### config.mk
export PLATFORM = sky130hd
export DESIGN_NAME = snn_window_classifier
export DESIGN_NICKNAME = d
export VERILOG_FILES = /design/src/rtl/snn_window_classifier.sv
export SDC_FILE = /design/constraint.sdc
export NUM_CORES = 2
export LEC_CHECK = 0
export ABC_AREA = 1
export CAP_MARGIN = 30
export CELL_PAD_IN_SITES_DETAIL_PLACEMENT = 1
export CELL_PAD_IN_SITES_GLOBAL_PLACEMENT = 1
export CORE_UTILIZATION = 46
export CTS_BUF_LIST = sky130_fd_sc_hd__clkbuf_4 sky130_fd_sc_hd__clkbuf_8 sky130_fd_sc_hd__clkbuf_16
export DETAILED_ROUTE_END_ITERATION = 16
export PLACE_DENSITY = 0.75
export RECOVER_POWER = 25
export SYNTH_ARGS = -nofsm -noshare
export SYNTH_HDL_FRONTEND = slang
export SYNTH_SLANG_ARGS = --single-unit
### constraint.sdc
create_clock -name clk_i -period 11.7 [get_ports clk_i]
set_input_delay 3.51 -clock clk_i [delete_from_list [all_inputs] [get_ports clk_i]]
set_output_delay 3.51 -clock clk_i [all_outputs]
set_load 0.1 [all_outputs]
### src/rtl/snn_window_classifier.sv
// Two-layer LIF spiking classifier. Weights load at runtime and thresholds adapt.
// One inference runs over a window of T_STEPS accepted timesteps and ends with an argmax readout.
module snn_window_classifier #(
  parameter int N_IN        = 8,
  parameter int N_HID       = 3,
  parameter int N_OUT       = 10,
  parameter int W_W         = 4,
  parameter int V_W         = 8,
  parameter int T_STEPS     = 64,
  parameter int LEAK_SHIFT  = 1,
  parameter int THRESH_INIT = 32,
  parameter int THRESH_INC  = 2,
  parameter int THRESH_DEC  = 1,
  parameter int THRESH_MIN  = 16,
  localparam int NWH        = N_HID * N_IN,
  localparam int NWO        = N_OUT * N_HID,
  localparam int ADDR_W     = $clog2((NWH > NWO) ? NWH : NWO),
  localparam int CLS_W      = $clog2(N_OUT)
) (
  input  logic               clk_i,
  input  logic               rst_i,
  input  logic               start_i,
  input  logic               in_valid_i,
  input  logic [N_IN-1:0]    spike_i,
  input  logic               wt_we_i,
  input  logic               wt_sel_i,
  input  logic [ADDR_W-1:0]  wt_addr_i,
  input  logic [W_W-1:0]     wt_data_i,
  output logic               busy_o,
  output logic               done_o,
  output logic [CLS_W-1:0]   class_o,
  output logic               no_spike_o,
  output logic [N_HID-1:0]   hid_spike_o,
  output logic [N_OUT-1:0]   out_spike_o
);

  localparam int HC_W   = W_W + $clog2(N_IN + 1);
  localparam int OC_W   = W_W + $clog2(N_HID + 1);
  localparam int CUR_W  = (HC_W > OC_W) ? HC_W : OC_W;
  localparam int SUM_W  = ((V_W > CUR_W) ? V_W : CUR_W) + 1;
  localparam int CNT_W  = $clog2(T_STEPS + 1);
  localparam int V_MAX  = (2 ** V_W) - 1;

  localparam logic [V_W-1:0]   V_MAX_V    = '1;
  localparam logic [V_W-1:0]   THR_INIT_V = V_W'(THRESH_INIT);
  localparam logic [V_W-1:0]   THR_MIN_V  = V_W'(THRESH_MIN);
  localparam logic [V_W-1:0]   THR_DEC_V  = V_W'(THRESH_DEC);
  localparam logic [CNT_W-1:0] LAST_STEP  = CNT_W'(T_STEPS - 1);
  localparam logic [CNT_W-1:0] CNT_MAX    = '1;

  typedef enum logic [1:0] {
    S_IDLE,
    S_RUN,
    S_DRAIN,
    S_DECIDE
  } state_e;

  typedef struct packed {
    logic [V_W-1:0] v;
    logic [V_W-1:0] thr;
    logic           fire;
  } lif_t;

  state_e state_q, state_d;

  logic [W_W-1:0]   wh_q [NWH];
  logic [W_W-1:0]   wo_q [NWO];
  logic [V_W-1:0]   hv_q [N_HID];
  logic [V_W-1:0]   hthr_q [N_HID];
  logic [V_W-1:0]   ov_q [N_OUT];
  logic [V_W-1:0]   othr_q [N_OUT];
  logic [CNT_W-1:0] cnt_q [N_OUT];
  logic [CNT_W-1:0] step_q;
  logic             hid_valid_q;
  logic [N_HID-1:0] hid_spike_q;
  logic [N_OUT-1:0] out_spike_q;
  logic [CLS_W-1:0] class_q;
  logic             no_spike_q;
  logic             done_q;

  logic [HC_W-1:0]  hid_cur [N_HID];
  logic [OC_W-1:0]  out_cur [N_OUT];
  lif_t             hid_lif [N_HID];
  lif_t             out_lif [N_OUT];
  logic             start_run;
  logic             hid_en;
  logic             out_en;
  logic             decide;
  logic [CLS_W-1:0] best_idx;
  logic [CNT_W-1:0] best_cnt;

  function automatic logic [V_W-1:0] thr_up(input logic [V_W-1:0] thr);
    logic [V_W:0] t;
    t = {1'b0, thr} + (V_W+1)'(THRESH_INC);
    return (t > (V_W+1)'(V_MAX)) ? V_MAX_V : t[V_W-1:0];
  endfunction

  function automatic logic [V_W-1:0] thr_down(input logic [V_W-1:0] thr);
    return ({1'b0, thr} >= (V_W+1)'(THRESH_MIN + THRESH_DEC)) ? (thr - THR_DEC_V) : THR_MIN_V;
  endfunction

  // Leak, integrate with saturation, then fire-and-reset or decay the threshold.
  function automatic lif_t lif_step(input logic [V_W-1:0] v, input logic [V_W-1:0] thr,
                                    input logic [SUM_W-1:0] cur);
    logic [SUM_W-1:0] sum;
    logic [V_W-1:0]   v_new;
    lif_t             r;
    sum   = SUM_W'(v) - SUM_W'(v >> LEAK_SHIFT) + cur;
    v_new = (sum > SUM_W'(V_MAX)) ? V_MAX_V : sum[V_W-1:0];
    if (v_new >= thr) begin
      r.fire = 1'b1;
      r.v    = '0;
      r.thr  = thr_up(thr);
    end else begin
      r.fire = 1'b0;
      r.v    = v_new;
      r.thr  = thr_down(thr);
    end
    return r;
  endfunction

  // NOTE: every variable driven here gets a default first, so no path leaves a value held and no latch is inferred.
  always_comb begin
    state_d   = state_q;
    start_run = 1'b0;
    hid_en    = 1'b0;
    case (state_q)
      S_IDLE: begin
        if (start_i) begin
          state_d   = S_RUN;
          start_run = 1'b1;
        end
      end
      S_RUN: begin
        hid_en = in_valid_i;
        if (in_valid_i && (step_q == LAST_STEP)) state_d = S_DRAIN;
      end
      S_DRAIN:  state_d = S_DECIDE;
      S_DECIDE: state_d = S_IDLE;
      default:  state_d = S_IDLE;
    endcase
  end

  assign out_en = hid_valid_q && ((state_q == S_RUN) || (state_q == S_DRAIN));
  assign decide = (state_q == S_DECIDE);

  always_comb begin
    for (int j = 0; j < N_HID; j++) begin
      hid_cur[j] = '0;
      for (int i = 0; i < N_IN; i++)
        hid_cur[j] = hid_cur[j] + (spike_i[i] ? HC_W'(wh_q[j*N_IN + i]) : '0);
      hid_lif[j] = lif_step(hv_q[j], hthr_q[j], SUM_W'(hid_cur[j]));
    end
    for (int k = 0; k < N_OUT; k++) begin
      out_cur[k] = '0;
      for (int j = 0; j < N_HID; j++)
        out_cur[k] = out_cur[k] + (hid_spike_q[j] ? OC_W'(wo_q[k*N_HID + j]) : '0);
      out_lif[k] = lif_step(ov_q[k], othr_q[k], SUM_W'(out_cur[k]));
    end
  end

  // A strict greater-than scan keeps the lowest index on ties.
  always_comb begin
    best_idx = '0;
    best_cnt = cnt_q[0];
    for (int k = 1; k < N_OUT; k++) begin
      if (cnt_q[k] > best_cnt) begin
        best_cnt = cnt_q[k];
        best_idx = CLS_W'(k);
      end
    end
  end

  // NOTE: sequential state uses non-blocking assignments only, so every flop samples values from before the edge.
  always_ff @(posedge clk_i) begin
    if (rst_i) begin
      state_q     <= S_IDLE;
      step_q      <= '0;
      hid_valid_q <= 1'b0;
      hid_spike_q <= '0;
      out_spike_q <= '0;
      class_q     <= '0;
      no_spike_q  <= 1'b0;
      done_q      <= 1'b0;
      // NOTE: the weight arrays are ordinary flops and are cleared here on purpose, because a reset must invalidate loaded weights.
      for (int a = 0; a < NWH; a++) wh_q[a] <= '0;
      for (int a = 0; a < NWO; a++) wo_q[a] <= '0;
      for (int j = 0; j < N_HID; j++) begin
        hv_q[j]   <= '0;
        hthr_q[j] <= THR_INIT_V;
      end
      for (int k = 0; k < N_OUT; k++) begin
        ov_q[k]   <= '0;
        othr_q[k] <= THR_INIT_V;
        cnt_q[k]  <= '0;
      end
    end else begin
      state_q <= state_d;
      done_q  <= decide;

      if (wt_we_i && (state_q == S_IDLE)) begin
        if (!wt_sel_i) begin
          if ({1'b0, wt_addr_i} < (ADDR_W+1)'(NWH)) wh_q[wt_addr_i] <= wt_data_i;
        end else begin
          if ({1'b0, wt_addr_i} < (ADDR_W+1)'(NWO)) wo_q[wt_addr_i] <= wt_data_i;
        end
      end

      if (start_run) begin
        step_q      <= '0;
        hid_valid_q <= 1'b0;
        for (int j = 0; j < N_HID; j++) begin
          hv_q[j]   <= '0;
          hthr_q[j] <= THR_INIT_V;
        end
        for (int k = 0; k < N_OUT; k++) begin
          ov_q[k]   <= '0;
          othr_q[k] <= THR_INIT_V;
          cnt_q[k]  <= '0;
        end
      end else begin
        hid_valid_q <= hid_en;
        if (hid_en) begin
          step_q <= step_q + 1'b1;
          for (int j = 0; j < N_HID; j++) begin
            hv_q[j]        <= hid_lif[j].v;
            hthr_q[j]      <= hid_lif[j].thr;
            hid_spike_q[j] <= hid_lif[j].fire;
          end
        end
        // The output layer trails the hidden layer by one cycle, so it also runs in DRAIN.
        if (out_en) begin
          for (int k = 0; k < N_OUT; k++) begin
            ov_q[k]        <= out_lif[k].v;
            othr_q[k]      <= out_lif[k].thr;
            out_spike_q[k] <= out_lif[k].fire;
            if (out_lif[k].fire && (cnt_q[k] != CNT_MAX)) cnt_q[k] <= cnt_q[k] + 1'b1;
          end
        end
      end

      if (decide) begin
        class_q    <= best_idx;
        no_spike_q <= (best_cnt == '0);
      end
    end
  end

  assign busy_o      = (state_q != S_IDLE);
  assign done_o      = done_q;
  assign class_o     = class_q;
  assign no_spike_o  = no_spike_q;
  assign hid_spike_o = hid_spike_q;
  assign out_spike_o = out_spike_q;

endmodule

### Word-level counts from Yosys, hierarchy flattened

Memories as Yosys holds them, arrays and structs flattened.
Cells that the tools add are included.

| word-level totals | value |
|---|---|
| bits in registers | 29 |
| memory bits (writable) | 494 |
| output and inout bits | 20 |
| memories | 7 |

| operators by class | value |
|---|---|
| add/subtract/negate cells | 104 |
| magnitude comparators | 63 |
| equality and inequality tests | 16 |
| muxes and demuxes | 281 |
| bitwise logic cells | 73 |
| reductions and logical operators | 23 |

Memory list:

| memory | words | width | read ports | clocked after Yosys merged registers in | wr ports | RTL line | RTL |
|---|---|---|---|---|---|---|---|
| wo_q | 30 | 4 | 30 | 0 | 30 | 67 | `logic [W_W-1:0] wo_q [NWO];` |
| wh_q | 24 | 4 | 24 | 0 | 24 | 66 | `logic [W_W-1:0] wh_q [NWH];` |
| othr_q | 10 | 8 | 10 | 0 | 10 | 71 | `logic [V_W-1:0] othr_q [N_OUT];` |
| ov_q | 10 | 8 | 10 | 0 | 10 | 70 | `logic [V_W-1:0] ov_q [N_OUT];` |
| cnt_q | 10 | 7 | 10 | 0 | 10 | 72 | `logic [CNT_W-1:0] cnt_q [N_OUT];` |
| hthr_q | 3 | 8 | 3 | 0 | 3 | 69 | `logic [V_W-1:0] hthr_q [N_HID];` |
| +1 memories | - | - | - | - | - | - |  |

Operators by type and width:

| cell | number |
|---|---|
| $mux 8 | 91 |
| $mux 4 | 64 |
| $gt 9x8->1 const B | 26 |
| $mux 17 | 13 |
| $mux 7 | 29 |
| $add 8x2->9 const B | 13 |
| $sub 8x7->9 | 13 |
| $ge 8x5->1 const B | 13 |
| $ge 8x8->1 | 13 |
| $sub 8x1->8 const B | 13 |
| $add 9x6->9 | 10 |
| $mux 1 | 79 |
| $add 5x4->6 | 13 |
| $add 7x1->7 const B | 11 |
| $add 8x4->8 | 9 |
| $or 1x1->1 | 72 |
| $ne 7x7->1 const B | 10 |
| $add 4x4->5 | 13 |
| $gt 7x7->1 | 9 |
| $add 9x8->9 | 3 |
| $add 7x4->8 | 3 |
| $add 6x4->7 | 3 |
| $logic_and 1x1->1 | 13 |
| $lt 5x5->1 const B | 2 |
| other kinds (15) | 22 |

### Logic depth before layout (Yosys ltp)

An unclocked memory read counts as a cell.

| depth | value |
|---|---|
| depth in word-level cells | 20 |
| mapped depth | 97 |
| mapped depth without buffers | 91 |

### Worst setup path before layout

Ideal clock, no wire load.

| timing | value |
|---|---|
| path kind | flip-flop to flip-flop |
| start | memory cnt_q[0][5] (netlist bit) |
| end | register no_spike_q, in the netlist no_spike_o |
| arrival | 11.375 ns |
| required time | 11.633 ns |
| slack | 0.259 ns |
| stages on the path, launching flop included | 89 |
| path buffers | 6 |
| period minus slack after synthesis | 11.441 ns |
| cell sequence | edfxtp_1 > inv_1 > ha_1 > nand2_1 > inv_1 > a21oi_1 > nand2_2 > nand2_2 > clkbuf_1 > o21ai_0 > ha_1 > a21o_1 > a21oi_1 > nand2_1 > inv_2 > nand2_4 > nand2_2 > clkbuf_1 > (+53 left out) > nand2_1 > inv_1 > nand2_1 > nand2_1 > inv_1 > ha_1 > a21oi_1 > a21oi_1 > a211oi_1 > inv_1 > nand2_1 > inv_1 > o21ai_0 > o221a_2 > nand3_1 > inv_1 > nand2_1 > a21oi_2 |

RTL lines:

| what | RTL line | RTL |
|---|---|---|
| from (decl) | 72 |  |
| to (signal assigned) | 244 | `no_spike_q <= (best_cnt == '0);` |
| to (decl) | 78 | `logic no_spike_q;` |

==> insert_results.sql <==
INSERT INTO impl_metrics (metric_group, metric, value, unit) VALUES
('clocking', 'total_clock_sinks', '523', ''),
('floorplan', 'die_height', '301', 'µm'),
('clocking', 'clock_slew_at_reported_path_ffs', '0.06', 'ns'),
('synthesis', 'mux_cell_area_share_after_synthesis', '0', '%'),
('placement', 'post-place-cells', '5698', ''),
('critical_path', 'cp.arrival', '11.77', 'ns'),
('critical_path', 'timing.critical_path.required', '12.19', 'ns'),
('clocking', 'clock_path_buffers', '3', ''),
('grt', 'globalRouteOverflowTotal', '0', ''),
('grt', 'grt_use_total', '23.8', '%'),
('synthesis', 'complex_gate_fraction_of_the_synthesized_area', '7.95', '%'),
('placement', 'detailed_place.area', '43100', 'µm²'),
('clocking', 'clock_tree.root_cell', 'sky130_fd_sc_hd__clkbuf_16', ''),
('outcome', 'failing_checks', 'design-rule violations, max-capacitance violations, max-slew violations', ''),
('critical_path', 'cp_common_cell', 'sky130_fd_sc_hd__nand2_1', ''),
('sta', 'layout_min_cycle_time', '11.28', 'ns'),
('critical_path', 'crit_path_max_fanout', '8', ''),
('outcome', 'status', 'complete, but fails checks', ''),
('synthesis', 'synth_fp_nets', '5278', ''),
('detailed_routing', 'final_antenna_net_count', '0', ''),
('synthesis', 'postSynthCellCount', '4528', ''),
('synthesis', 'yosys_most_used_dff', 'sky130_fd_sc_hd__edfxtp_1', ''),
('synthesis', 'synth.avg_cell_area', '9.09', 'µm²'),
('grt', 'grt_pass1_wl', '172', 'mm'),
('floorplan', 'pin_count', '43', ''),
('synthesis', 'synthXorXnorAreaFrac', '4.19', '%'),
('sta', 'totalNegativeSetupSlack', '0', 'ns'),
('synthesis', 'seq_area_frac_synth', '37.5', '%'),
('synthesis', 'synth_top_area_share', '36.0', '%'),
('placement', 'post-dp-hpwl', '79.0', 'mm'),
('detailed_routing', 'via_count', '31395', ''),
('floorplan', 'core.rowCount', '109', ''),
('synthesis', 'synth_top_family_by_area', 'adder cells', ''),
('sta', 'worstMarginPinSlew', '4.09', 'ns'),
('cells_and_area', 'fillers', '10137', ''),
('clocking', 'worstSkewPairLatency', '0.64', 'ns'),
('sta', 'fmax', '88.7', 'MHz'),
('critical_path', 'startpoint_kind_of_the_worst_setup_timing_path', 'register', ''),
('placement', 'io_buffers', '42', ''),
('detailed_routing', 'totalWireLength', '108', 'mm'),
('detailed_routing', 'vias_per_cell', '5.35', ''),
('sta', 'slew_headroom', '-174', '%'),
('cells_and_area', 'finalNetCount', '5396', ''),
('placement', 'dp_worst_slack', '-0.211', 'ns'),
('synthesis', 'synth_simple_gate_area_share', '17.3', '%'),
('critical_path', 'crit_path_end_kind', 'register', ''),
('detailed_routing', 'detailedRoute.firstIterationViolations', '1458', ''),
('grt', 'number_of_global_route_vias_before_repair', '33400', ''),
('critical_path', 'slowest_delay', '0.48', 'ns'),
('floorplan', 'initial_core_util', '46.5', '%'),
('hold_path', 'hold_path_class', 'reg2reg', ''),
('clocking', 'cts-buffers-inserted', '68', ''),
('synthesis', 'top_cells_by_area_synth', 'sky130_fd_sc_hd__edfxtp_1 36%, sky130_fd_sc_hd__ha_1 16%, sky130_fd_sc_hd__fa_1 9.6%', ''),
('synthesis', 'yosys.area_share.adder', '25.7', '%'),
('grt', 'grt_max_degree', '81', ''),
('sta', 'slew_viol_final', '168', ''),
('critical_path', 'path_class', 'reg2reg', ''),
('floorplan', 'fp.coreArea', '88500', 'µm²'),
('detailed_routing', 'drc_errors', '2', ''),
('synthesis', 'count_of_yosys_warnings_during_synthesis', '0', ''),
('synthesis', 'cell_type_with_the_highest_aggregate_area_in_the_netlist', 'sky130_fd_sc_hd__edfxtp_1', ''),
('cells_and_area', 'finish.cell_count_without_fillers', '5868', ''),
('cells_and_area', 'stdcell_area', '46200', 'µm²'),
('critical_path', 'crit_slowest_cell', 'sky130_fd_sc_hd__edfxtp_1', ''),
('synthesis', 'synthesis.area', '41100', 'µm²'),
('run', 'timing.max_cap.violations', '4', ''),
('cells_and_area', 'area.growth.synth_to_final', '12.3', '%'),
('sta', 'setup_viol', '0', ''),
('detailed_routing', 'wire_per_inst', '18.4', 'µm'),
('clocking', 'cts_tree', 'yes', ''),
('floorplan', 'die_width', '301', 'µm');
==> area by class of cell <==
cell class                      count  area, µm²  area share [%]
Clock inverter                     40        382           0.826
Clock buffer                       86       1900            4.11
Sequential cell                   523      15400            33.4
Tap cell                         1165       1460            3.15
Inverter                          727       2730            5.91
Multi-Input combinational cell   3197      23200            50.2
Antenna cell                        1       2.50         0.00541
Timing Repair Buffer              129       1100            2.39
==> timing repair <==
action	4_1_cts	5_1_grt
buffers inserted	1	37
hold buffers	0	0
endpoints found under the setup margin	5	5
gates cloned	0	3
pin swaps	1	49
resized for setup	9	114
==> registers in the layout, indices dropped and copies added, names as in the netlist <==
name and cells:
wh_q 96, hthr_q 24, hid_valid_q 1, class_o 4
hid_spike_o 3, done_o 1, othr_q 80, wo_q 120
hv_q 24, state_q 2, no_spike_o 1, cnt_q 70
ov_q 80, step_q 7, out_spike_o 10
==> path summary, 6_finish.rpt <==
path / depth (start not counted) / slack [ns] / end / from
worst max-delay path: 82 / 0.42 / no_spike_o / cnt_q[0][11]
worst min-delay path: 2 / 0.46 / out_spike_o[8] / out_spike_o[8]
worst max register to register: 82 / 0.42 / no_spike_o / cnt_q[0][11]
worst min register to register: 2 / 0.46 / out_spike_o[8] / out_spike_o[8]
==> synth_stat cells, drive strengths merged (4+ instances only) <==
library cell,count
a2111oi,4
a211oi,8
a21o,14
a21oi,262
a221oi,4
a22oi,5
a31oi,9
and2,15
and3,9
buf,4
clkbuf,80
clkinv,10
dfxtp,29
edfxtp,494
fa,197
ha,530
inv,717
nand2,877
nand3,180
nand3b,5
nand4,43
nor2,456
nor3,62
nor3b,19
nor4,4
o2111ai,4
o211ai,13
o21a,34
o21ai,191
o21bai,13
o221ai,12
or2,10
or3,5
xnor2,68
xor2,129
==> per-stage QoR <==
stage          util [%]  hold WS (ns)
5_1_grt            52.2         0.506
3_5_place_dp       48.7         0.462
6_report           52.2         0.463
4_1_cts            51.4         0.471
2_1_floorplan         -         0.445
3_3_place_gp       48.7         0.462
==> metal layers <==
layer	vias up	GRT usage, %	share of wire (%)
li1	15205	-	-
met2	514	41.9	50
met1	15483	29.7	43
met3	189	3.57	4.0
met5	-	0	0.022
met4	4	7.58	2.8
==> cells in the final DEF (no fill, tap or decap), types with 14 or more instances in the layout <==
master | Yosys | layout
sky130_fd_sc_hd__nand2_1 | 851 | 832
sky130_fd_sc_hd__inv_1 | 708 | 702
sky130_fd_sc_hd__ha_1 | 530 | 515
sky130_fd_sc_hd__edfxtp_1 | 494 | 494
sky130_fd_sc_hd__nor2_1 | 455 | 449
sky130_fd_sc_hd__a21oi_1 | 261 | 251
sky130_fd_sc_hd__fa_1 | 197 | 197
sky130_fd_sc_hd__nand3_1 | 174 | 171
sky130_fd_sc_hd__o21ai_0 | 182 | 156
sky130_fd_sc_hd__xor2_1 | 129 | 129
sky130_fd_sc_hd__buf_4 | 0 | 76
sky130_fd_sc_hd__clkbuf_16 | 0 | 71
sky130_fd_sc_hd__xnor2_1 | 68 | 68
sky130_fd_sc_hd__nor3_1 | 62 | 61
sky130_fd_sc_hd__nand4_1 | 40 | 40
sky130_fd_sc_hd__clkdlybuf4s50_1 | 0 | 37
sky130_fd_sc_hd__nand2_2 | 17 | 34
sky130_fd_sc_hd__o21a_1 | 34 | 34
sky130_fd_sc_hd__dfxtp_1 | 29 | 26
sky130_fd_sc_hd__clkinv_1 | 10 | 22
sky130_fd_sc_hd__o21ai_1 | 9 | 20
sky130_fd_sc_hd__nor3b_1 | 19 | 19
sky130_fd_sc_hd__and2_1 | 15 | 15
sky130_fd_sc_hd__ha_4 | 0 | 15
sky130_fd_sc_hd__a21o_1 | 14 | 14
==> cell families after synthesis <==
family / after synthesis
AO/OA/AOI/OAI: 582
XOR/XNOR: 197
AND/OR/NAND/NOR: 1688
flip-flops: 523
buffers and inverters: 811
adder cells (fa/ha/maj): 727
==> worst max-delay path, delay by kind of cell (launching register included) <==
family,cells,cell delay (ns)
buf+inv,14,1.40
flops,1,0.48
fa+ha+maj,9,2.64
compound gates,13,1.61
simple gates,46,4.96
Power is not shown: default switching activity piles up to over one toggle a cycle in this logic, so the estimate is an artifact.
